<file path="config.mk">
export PLATFORM = sky130hd
export DESIGN_NAME = instr_encoder
export DESIGN_NICKNAME = d
export VERILOG_FILES = /design/src/rtl/instr_encoder_pkg.sv /design/src/rtl/instr_encoder_imm_rot_check.sv /design/src/rtl/instr_encoder.sv
export SDC_FILE = /design/constraint.sdc
export NUM_CORES = 1
export LEC_CHECK = 0
export CAP_MARGIN = 20
export CORE_UTILIZATION = 40
export CTS_CLUSTER_DIAMETER = 60
export DETAILED_ROUTE_END_ITERATION = 10
export MAX_ROUTING_LAYER = met4
export SYNTH_ARGS = -nofsm -noshare
export SYNTH_HDL_FRONTEND = slang
export SYNTH_SLANG_ARGS = --single-unit
</file>
<file path="constraint.sdc">
create_clock -name clk -period 5.6 [get_ports clk]
set_input_delay 1.12 -clock clk [delete_from_list [all_inputs] [get_ports clk]]
set_output_delay 1.12 -clock clk [all_outputs]
set_load 0.01 [all_outputs]
</file>
<file path="src/rtl/instr_encoder_pkg.sv">
`default_nettype none
// ============================================================================
// Module   : instr_encoder_pkg
// Purpose  : Shared constants, state encoding and field-packing helpers for
//            the instruction encoder.
// Revision : 1.0 - initial release
// ============================================================================
package instr_encoder_pkg;

    // Request class codes
    localparam logic [1:0] c_class_dp  = 2'b00;
    localparam logic [1:0] c_class_mem = 2'b01;
    localparam logic [1:0] c_class_br  = 2'b10;
    localparam logic [1:0] c_class_bx  = 2'b11;

    // Data-processing opcodes with forced fields
    localparam logic [3:0] c_cmd_cmp = 4'b1010;
    localparam logic [3:0] c_cmd_mov = 4'b1101;

    // BX fixed pattern occupying bits [27:4]
    localparam logic [23:0] c_bx_const = 24'h12FFF1;

    // Fixed memory-transfer bits: pre-index, add offset, word, no writeback
    localparam logic c_mem_p = 1'b1;
    localparam logic c_mem_u = 1'b1;
    localparam logic c_mem_b = 1'b0;
    localparam logic c_mem_w = 1'b0;

    // FSM state encoding
    typedef logic [1:0] state_t;
    localparam state_t c_st_idle   = 2'd0;
    localparam state_t c_st_search = 2'd1;
    localparam state_t c_st_out    = 2'd2;
    localparam state_t c_st_err    = 2'd3;

    function automatic logic [31:0] enc_dp_reg(
        input logic [3:0] cond, input logic [3:0] cmd, input logic s,
        input logic [3:0] rn, input logic [3:0] rd, input logic [4:0] shamt,
        input logic [1:0] sh, input logic [3:0] rm);
        return {cond, 2'b00, 1'b0, cmd, s, rn, rd, shamt, sh, 1'b0, rm};
    endfunction

    function automatic logic [31:0] enc_dp_imm(
        input logic [3:0] cond, input logic [3:0] cmd, input logic s,
        input logic [3:0] rn, input logic [3:0] rd, input logic [3:0] rot,
        input logic [7:0] imm8);
        return {cond, 2'b00, 1'b1, cmd, s, rn, rd, rot, imm8};
    endfunction

    function automatic logic [31:0] enc_mem(
        input logic [3:0] cond, input logic l, input logic [3:0] rn,
        input logic [3:0] rd, input logic [11:0] off);
        return {cond, 2'b01, 1'b0, c_mem_p, c_mem_u, c_mem_b, c_mem_w, l, rn, rd, off};
    endfunction

    function automatic logic [31:0] enc_branch(
        input logic [3:0] cond, input logic l, input logic [23:0] off);
        return {cond, 3'b101, l, off};
    endfunction

    function automatic logic [31:0] enc_bx(
        input logic [3:0] cond, input logic [3:0] rm);
        return {cond, c_bx_const, rm};
    endfunction

endpackage
`default_nettype wire

</file>
<file path="src/rtl/instr_encoder_imm_rot_check.sv">
`default_nettype none
// ============================================================================
// Module   : imm_rot_check
// Purpose  : Tests whether a 32-bit value, rotated left by 2*rot, fits in the
//            low 8 bits; returns the candidate 8-bit immediate.
// Revision : 1.0 - initial release
// ============================================================================
module imm_rot_check (
    input  logic [31:0] value,
    input  logic [3:0]  rot,
    output logic        fits,
    output logic [7:0]  imm8
);
    logic [4:0]  w_shift;
    logic [63:0] w_dbl;
    logic [31:0] w_rotated;

    // Rotate-left through a doubled word so a zero shift needs no special case
    always_comb begin
        w_shift   = {rot, 1'b0};
        w_dbl     = {value, value} << w_shift;
        w_rotated = w_dbl[63:32];
        fits      = (w_rotated[31:8] == 24'd0);
        imm8      = w_rotated[7:0];
    end

endmodule
`default_nettype wire

</file>
<file path="src/rtl/instr_encoder.sv">
`default_nettype none
// ============================================================================
// Module   : instr_encoder
// Purpose  : Encodes request descriptors into 32-bit ARM machine words and
//            presents them with a sequential write address. Immediate data-
//            processing operands are fitted by a one-rotation-per-cycle search.
// Revision : 1.0 - initial release
// ============================================================================
module instr_encoder
    import instr_encoder_pkg::*;
#(
    parameter int ADDR_W = 10
) (
    input  logic              clk,
    input  logic              reset,
    input  logic              req_valid,
    output logic              req_ready,
    input  logic [1:0]        req_class,
    input  logic [3:0]        req_cond,
    input  logic [3:0]        req_cmd,
    input  logic              req_s,
    input  logic              req_imm,
    input  logic              req_l,
    input  logic [3:0]        req_rd,
    input  logic [3:0]        req_rn,
    input  logic [3:0]        req_rm,
    input  logic [4:0]        req_shamt,
    input  logic [1:0]        req_sh,
    input  logic [31:0]       req_value,
    output logic              out_valid,
    input  logic              out_ready,
    output logic [31:0]       out_instr,
    output logic [ADDR_W-1:0] out_addr,
    output logic              err
);

    state_t      r_state;
    logic [3:0]  r_cond;
    logic [3:0]  r_cmd;
    logic        r_s;
    logic [3:0]  r_rn;
    logic [3:0]  r_rd;
    logic [3:0]  r_rot;
    logic [31:0] r_value;

    logic        w_s_eff;
    logic [3:0]  w_rn_eff;
    logic [3:0]  w_rd_eff;
    logic        w_mem_ok;
    logic        w_br_ok;
    logic        w_fits;
    logic [7:0]  w_imm8;

    assign req_ready = (r_state == c_st_idle);

    // CMP always sets flags and has no destination; MOV has no first operand
    always_comb begin
        w_s_eff  = req_s | (req_cmd == c_cmd_cmp);
        w_rd_eff = (req_cmd == c_cmd_cmp) ? 4'd0 : req_rd;
        w_rn_eff = (req_cmd == c_cmd_mov) ? 4'd0 : req_rn;
        w_mem_ok = (req_value[31:12] == 20'd0);
        w_br_ok  = (req_value[31:24] == {8{req_value[23]}});
    end

    imm_rot_check u_imm_rot_check (
        .value (r_value),
        .rot   (r_rot),
        .fits  (w_fits),
        .imm8  (w_imm8)
    );

    // Request acceptance, rotation search, output handshake and error pulse
    always_ff @(posedge clk) begin
        if (reset) begin
            r_state   <= c_st_idle;
            r_cond    <= 4'd0;
            r_cmd     <= 4'd0;
            r_s       <= 1'b0;
            r_rn      <= 4'd0;
            r_rd      <= 4'd0;
            r_rot     <= 4'd0;
            r_value   <= 32'd0;
            out_valid <= 1'b0;
            out_instr <= 32'd0;
            out_addr  <= '0;
            err       <= 1'b0;
        end else begin
            err <= 1'b0;
            case (r_state)
                c_st_idle: begin
                    if (req_valid) begin
                        r_cond  <= req_cond;
                        r_cmd   <= req_cmd;
                        r_s     <= w_s_eff;
                        r_rn    <= w_rn_eff;
                        r_rd    <= w_rd_eff;
                        r_value <= req_value;
                        r_rot   <= 4'd0;
                        case (req_class)
                            c_class_dp: begin
                                if (req_imm) begin
                                    r_state <= c_st_search;
                                end else begin
                                    r_state   <= c_st_out;
                                    out_valid <= 1'b1;
                                    out_instr <= enc_dp_reg(req_cond, req_cmd, w_s_eff, w_rn_eff,
                                                            w_rd_eff, req_shamt, req_sh, req_rm);
                                end
                            end
                            c_class_mem: begin
                                if (w_mem_ok) begin
                                    r_state   <= c_st_out;
                                    out_valid <= 1'b1;
                                    out_instr <= enc_mem(req_cond, req_l, req_rn, req_rd,
                                                         req_value[11:0]);
                                end else begin
                                    r_state <= c_st_err;
                                    err     <= 1'b1;
                                end
                            end
                            c_class_br: begin
                                if (w_br_ok) begin
                                    r_state   <= c_st_out;
                                    out_valid <= 1'b1;
                                    out_instr <= enc_branch(req_cond, req_l, req_value[23:0]);
                                end else begin
                                    r_state <= c_st_err;
                                    err     <= 1'b1;
                                end
                            end
                            default: begin
                                r_state   <= c_st_out;
                                out_valid <= 1'b1;
                                out_instr <= enc_bx(req_cond, req_rm);
                            end
                        endcase
                    end
                end
                c_st_search: begin
                    if (w_fits) begin
                        r_state   <= c_st_out;
                        out_valid <= 1'b1;
                        out_instr <= enc_dp_imm(r_cond, r_cmd, r_s, r_rn, r_rd, r_rot, w_imm8);
                    end else if (r_rot == 4'd15) begin
                        r_state <= c_st_err;
                        err     <= 1'b1;
                    end else begin
                        r_rot <= r_rot + 4'd1;
                    end
                end
                c_st_out: begin
                    if (out_ready) begin
                        r_state   <= c_st_idle;
                        out_valid <= 1'b0;
                        out_instr <= 32'd0;
                        out_addr  <= out_addr + 1'b1;
                    end
                end
                default: begin
                    r_state <= c_st_idle;
                end
            endcase
        end
    end

endmodule
`default_nettype wire

</file>
After elaboration in Yosys (flattened, before gate mapping)

Cells that the tools add are included.
Widths: inputs -> output; s select.

Flip-flop bits (word level): 99
Word-level logic and storage cells: 82
Output and inout bits: 45

Reduce and logical (&&, ||, !) cells: 11
Eq/ne operators: 17
Shifts and indexed selects: 1
Bitwise logic cells: 1
Mux-type cells: 38
Add/sub/neg operators: 2

Operator list:

| operator              | number |
|---|---|
| $mux 32               | 6 |
| $pmux 32 s3           | 2 |
| $shl 64x5->64         | 1 |
| $logic_not 24->1      | 1 |
| $logic_not 20->1      | 1 |
| $mux 4                | 5 |
| $mux 1                | 13 |
| $eq 4x4->1 const B    | 3 |
| $pmux 2 s3            | 2 |
| $add 10x1->10 const B | 1 |
| $mux 2                | 5 |
| $ne 3x3->1 const B    | 3 |
| $eq 8x8->1            | 1 |
| $ne 2x2->1 const B    | 4 |
| $pmux 4 s2            | 1 |
| $reduce_and 7->1      | 1 |
| $pmux 1 s3            | 2 |
| $add 4x1->4 const B   | 1 |
| $eq 2x1->1 const B    | 2 |
| $eq 2x2->1 const B    | 2 |
| $logic_not 2->1       | 2 |
| $pmux 1 s2            | 2 |
| $reduce_and 2->1      | 2 |
| $reduce_and 4->1      | 1 |
| other kinds (6)       | 6 |

Longest topological paths before layout

Depth after elaboration: 6
Depth in mapped cells: 13
Mapped depth without buffers: 10

Cells and area by module

From an unflattened synthesis, not the netlist that was laid out.

Cells, all modules: 770
Area total of the unflattened synthesis: 6398.6 µm²

Modules (own cells, without submodules):

| module        | times used | area an instance (µm²) | cells each |
|---|---|---|---|
| instr_encoder | 1          | 4862.2                 | 582 |
| imm_rot_check | 1          | 1536.5                 | 188 |

Worst setup path before layout

Ideal clock, no wire load.

Kind: input to register
Start: input port req_class[1]
End: register out_instr[27]
Required time: 5.533 ns
Data arrival time: 2.949 ns
Slack: 2.584 ns
Library setup time: 0.067 ns
Stages on the path: 11
Cells stage by stage: inv_1 ha_1 inv_1 a31oi_1 a2bb2oi_1 a21oi_1 nor2b_1 or3_1 buf_1 or4_4 o21ai_2

Cells in the longest elaborated chain, start to end: 4

RTL lines:

| what                                     | RTL line             | RTL |
|---|---|---|
| start, declared                          | instr_encoder.sv:18  | `input logic [1:0] req_class,` |
| $eq 2x2->1, or another cell as far along | instr_encoder.sv:99  | `case (req_class)` |
| $pmux 32 s3                              | instr_encoder.sv:99  |  |
| $mux 32                                  | instr_encoder.sv:91  | `if (req_valid) begin` |
| $pmux 32 s3                              | instr_encoder.sv:89  | `case (r_state)` |
| end signal, assigned                     | instr_encoder.sv:106 | `out_instr <= enc_dp_reg(req_cond, req_cmd, w_s_eff, w_rn_eff,` |
| end signal, assigned                     | instr_encoder.sv:114 | `out_instr <= enc_mem(req_cond, req_l, req_rn, req_rd,` |
| end signal, assigned                     | instr_encoder.sv:125 | `out_instr <= enc_branch(req_cond, req_l, req_value[23:0]);` |
| end, declared                            | instr_encoder.sv:32  | `output logic [31:0] out_instr,` |

Several ways; a longest one is shown, not always the timed one. The select of a mux whose other input is x is not followed.
A chain may end at the register's enable or synchronous reset.

Worst setup path after layout

Start: register r_rot[1]
End: register out_instr[25]

Cells in the longest elaborated chain, start to end: 4

RTL lines:

| what                              | RTL line                          | RTL |
|---|---|---|
| start, declared                   | instr_encoder.sv:43               | `logic [3:0] r_rot;` |
| start signal, assigned            | instr_encoder.sv:148              | `r_rot <= r_rot + 4'd1;` |
| $shl 64x5->64                     | instr_encoder_imm_rot_check.sv:21 | `w_dbl = {value, value} << w_shift;` |
| $logic_not 24->1                  | instr_encoder_imm_rot_check.sv:23 | `fits = (w_rotated[31:8] == 24'd0);` |
| $ne 2x1->1 (no source line)       | --                                |  |
| $reduce_and 7->1 (no source line) | --                                |  |

Every way passes these cells.

==> reports/results.txt <==
Grt ovf: 0
First-pass iteration count of the detailed router: 8
Fmax: 258 MHz
Fraction of layout cells with a size suffix above 1: 8.56%
R2R depth: 9
Net switching power: 1.48 mW
Yosys top cell by area: dfxtp_1
DRC violations left: 0
Arrival time worst endpoint: 4.08 ns
Final HPWL DP: 16000 um
Hold Vio Cnt, Final: 0
Post-Syn Nets: 837
Cell chain of the critical path: buf_4 > mux4_1 > a221o_1 > nor4b_2 > o31ai_1 > o21a_2 > o31a_1 > nor2_4 > a311oi_1
Relative slew slack: 31.1%
Via-to-Cell Ratio: 6.17
Worst Hold Depth: 2
Tot Pwr: 3.46 mW
Area after DPL: 7320 um^2
Met1 Use GR: 38.1%
CTS buffer count: 9
Top-area cell type share of the netlist area: 32.0%
Largest net degree at the start of global routing: 53
Layout Nets: 904
FFs w/ async S/R, synth: 0%
CTS tree: built
Yosys cell types: 66
Synth Cell Area: 6190 um^2
Placed Cells: 1002
Vias in the first global route: 6137
Initial antenna violation count: 0
CP startpoint kind: register
LEAKAGE: 2.59 nW
Post-DRT Antenna Nets: 0
Die Span Y: 126 um
1st-iter DRT viols: 480
Reg-to-reg endpoint: out_instr[25]
VDD IR max: 214 uV
Most Used Layer, Global Route: met2
Worst r2r src: r_rot[1]
Gr usage total: 28.8%
Total Wirelength: 21800 um
MaxCap Viol Count: 0
H-Tree Depth: 3
M3 GR Usage: 5.48%
Seq/Total Area, Yosys: 32.0%
Crit Path Class: reg2reg
Hold worst-path end: r_rd[0]
Worst stage delay on the critical path: 0.68 ns
HP Class: reg2reg
Wire length per cell: 21.4 um
Max-slew violations: 0
Post-route cell area: 7640 um^2
Unrepaired setup endpoints after global routing: no
Die X: 126 um
Worst skew pair latency: 0.36 ns
R2R Setup Slk: 1.72 ns
Syn Area/Cell: 8.16 um^2
Final Cycle Share: 69.3%
Top-count cell post-synth: nand2_1
Worst EP required: 5.80 ns
Setup-failing EPs final: 0
Crit path time final: 3.88 ns
Worst-path clk slew: 0.07 ns
Root Buffer Master: clkbuf_16
Worst Clk Skew: 0.0105 ns
Post-CTS setup buffers: 0
Core Area: 15100 um^2
Vias: 6270
Global routing usage on met2: 43.9%
Post_cts resized: 0
Dominant cells by area after synthesis: dfxtp_1, mux4_2, a21oi_1
CTS Sinks: 99
Synth warn: 0
Sequential power share: 30.7%
Actual slew at the worst max-slew pin: 1.03 ns
Die area: 16000 um^2
Hold path start: r_rd[0]
IO Port Bufs: 112
Sw Ratio: 42.8%
Worst slack, placed: 1.46 ns
First-pass GRT wire length: 34300 um
Hold Slack: 0.462 ns
Commonest cells in the synthesized netlist: nand2_1, a21oi_1, dfxtp_1, nor2_1, clkbuf_1
Hold_buf cts: 0
Number of synthesized flops with an enable pin: 0
Nature of the critical path endpoint: register
Comb pwr share: 49.9%
Clock Power Share: 19.4%
Top Ports: 113
Final WS setup: 1.72 ns
Final TNS setup: 0 ns
P_int: 1.98 mW
Cell count after synthesis: 758
Seq cells post-synth: 99
Top_reg_cell synth: dfxtp_1
Critical-path maximum fanout: 26
Routability-driven placement congestion ratio: 0.971
Final core occ: 50.4%
Deepest clock path buffer count: 2
Slowest-stage cell, CP: mux4_1
Final std cells w/o fill: 1017
Status: complete, no violations
Initial Util: 40.9%
PwrDens: 453 nW/um^2
Layout area overhead: 23.5%
ANT cells: 0
Rows: 45
[state kept, by name (all words and copies together), names as in the netlist]
register,count
r_state,2
err,1
r_s,1
out_instr,32
r_cond,4
r_cmd,4
out_valid,1
r_rn,4
r_value,32
r_rot,4
r_rd,4
out_addr,10
[critical path: cells and delay by family (launching register included)]
family          cells  cell delay, ns
compound gates      5            1.21
buf+inv             1            0.41
mux                 1            0.68
flops               1            0.58
simple gates        2            0.83
[layout make-up]
type	count	area, um^2
multi-input combinational	579	3850
inverter	11	41.3
timing repair buffer	125	1210
fill	1457	7510
clock buffer	10	229
tap	188	235
sequential	99	1980
clock inverter	5	85.1
[kinds of logic after synthesis]
logic type      after synthesis  synth area share [%]
simple gates                279                  21.1
fa+ha+maj                    11                  2.22
xor+xnor                     10                  1.42
compound gates              227                  23.7
buf+inv                      80                  5.80
mux                          52                  13.7
flops                        99                  32.0
[layout by cell type, fill, tap and decap left out, types with 11 or more instances in the layout]
| cell | n |
|---|---|
| a31oi_1 | 15 |
| buf_4 | 13 |
| mux2i_1 | 20 |
| o21ai_0 | 17 |
| nor3_1 | 21 |
| mux4_2 | 23 |
| nand2_1 | 110 |
| a211oi_1 | 23 |
| nor2_1 | 64 |
| a21oi_1 | 101 |
| dfxtp_1 | 98 |
| ha_1 | 11 |
| nand3_1 | 22 |
| a22oi_1 | 15 |
| a221oi_1 | 17 |
| clkdlybuf4s50_1 | 111 |
[metal layers]
layer  vias to the layer above  routed length [um]
li1                       2937                   -
met5                         -                   0
met1                      3011                9720
met3                        33                1550
met4                         0                 598
met2                       289                9900
[how the worst max path moves through the flow]
stage | start | cells after the start | endpoint
floorplan | req_class[1] | 11 | out_instr[27]
global placement | req_class[0] | 10 | out_instr[25]
detailed placement | req_class[0] | 10 | out_instr[25]
CTS | r_rot[1] | 9 | out_instr[25]
global route | r_rot[2] | 8 | out_instr[25]
finish | r_rot[1] | 9 | out_instr[25]
[power by group through the flow]
stage / sequential, mW / combinational, mW / clock [mW]
after floorplan: 1.03 / 1.14 / 0
after global placement: 1.07 / 1.70 / 0
after detailed placement: 1.07 / 1.72 / 0
after CTS: 1.06 / 1.73 / 0.682
after global routing: 1.09 / 1.89 / 0.712
final: 1.06 / 1.73 / 0.673
No activity file was read; power rests on OpenSTA's default activity.
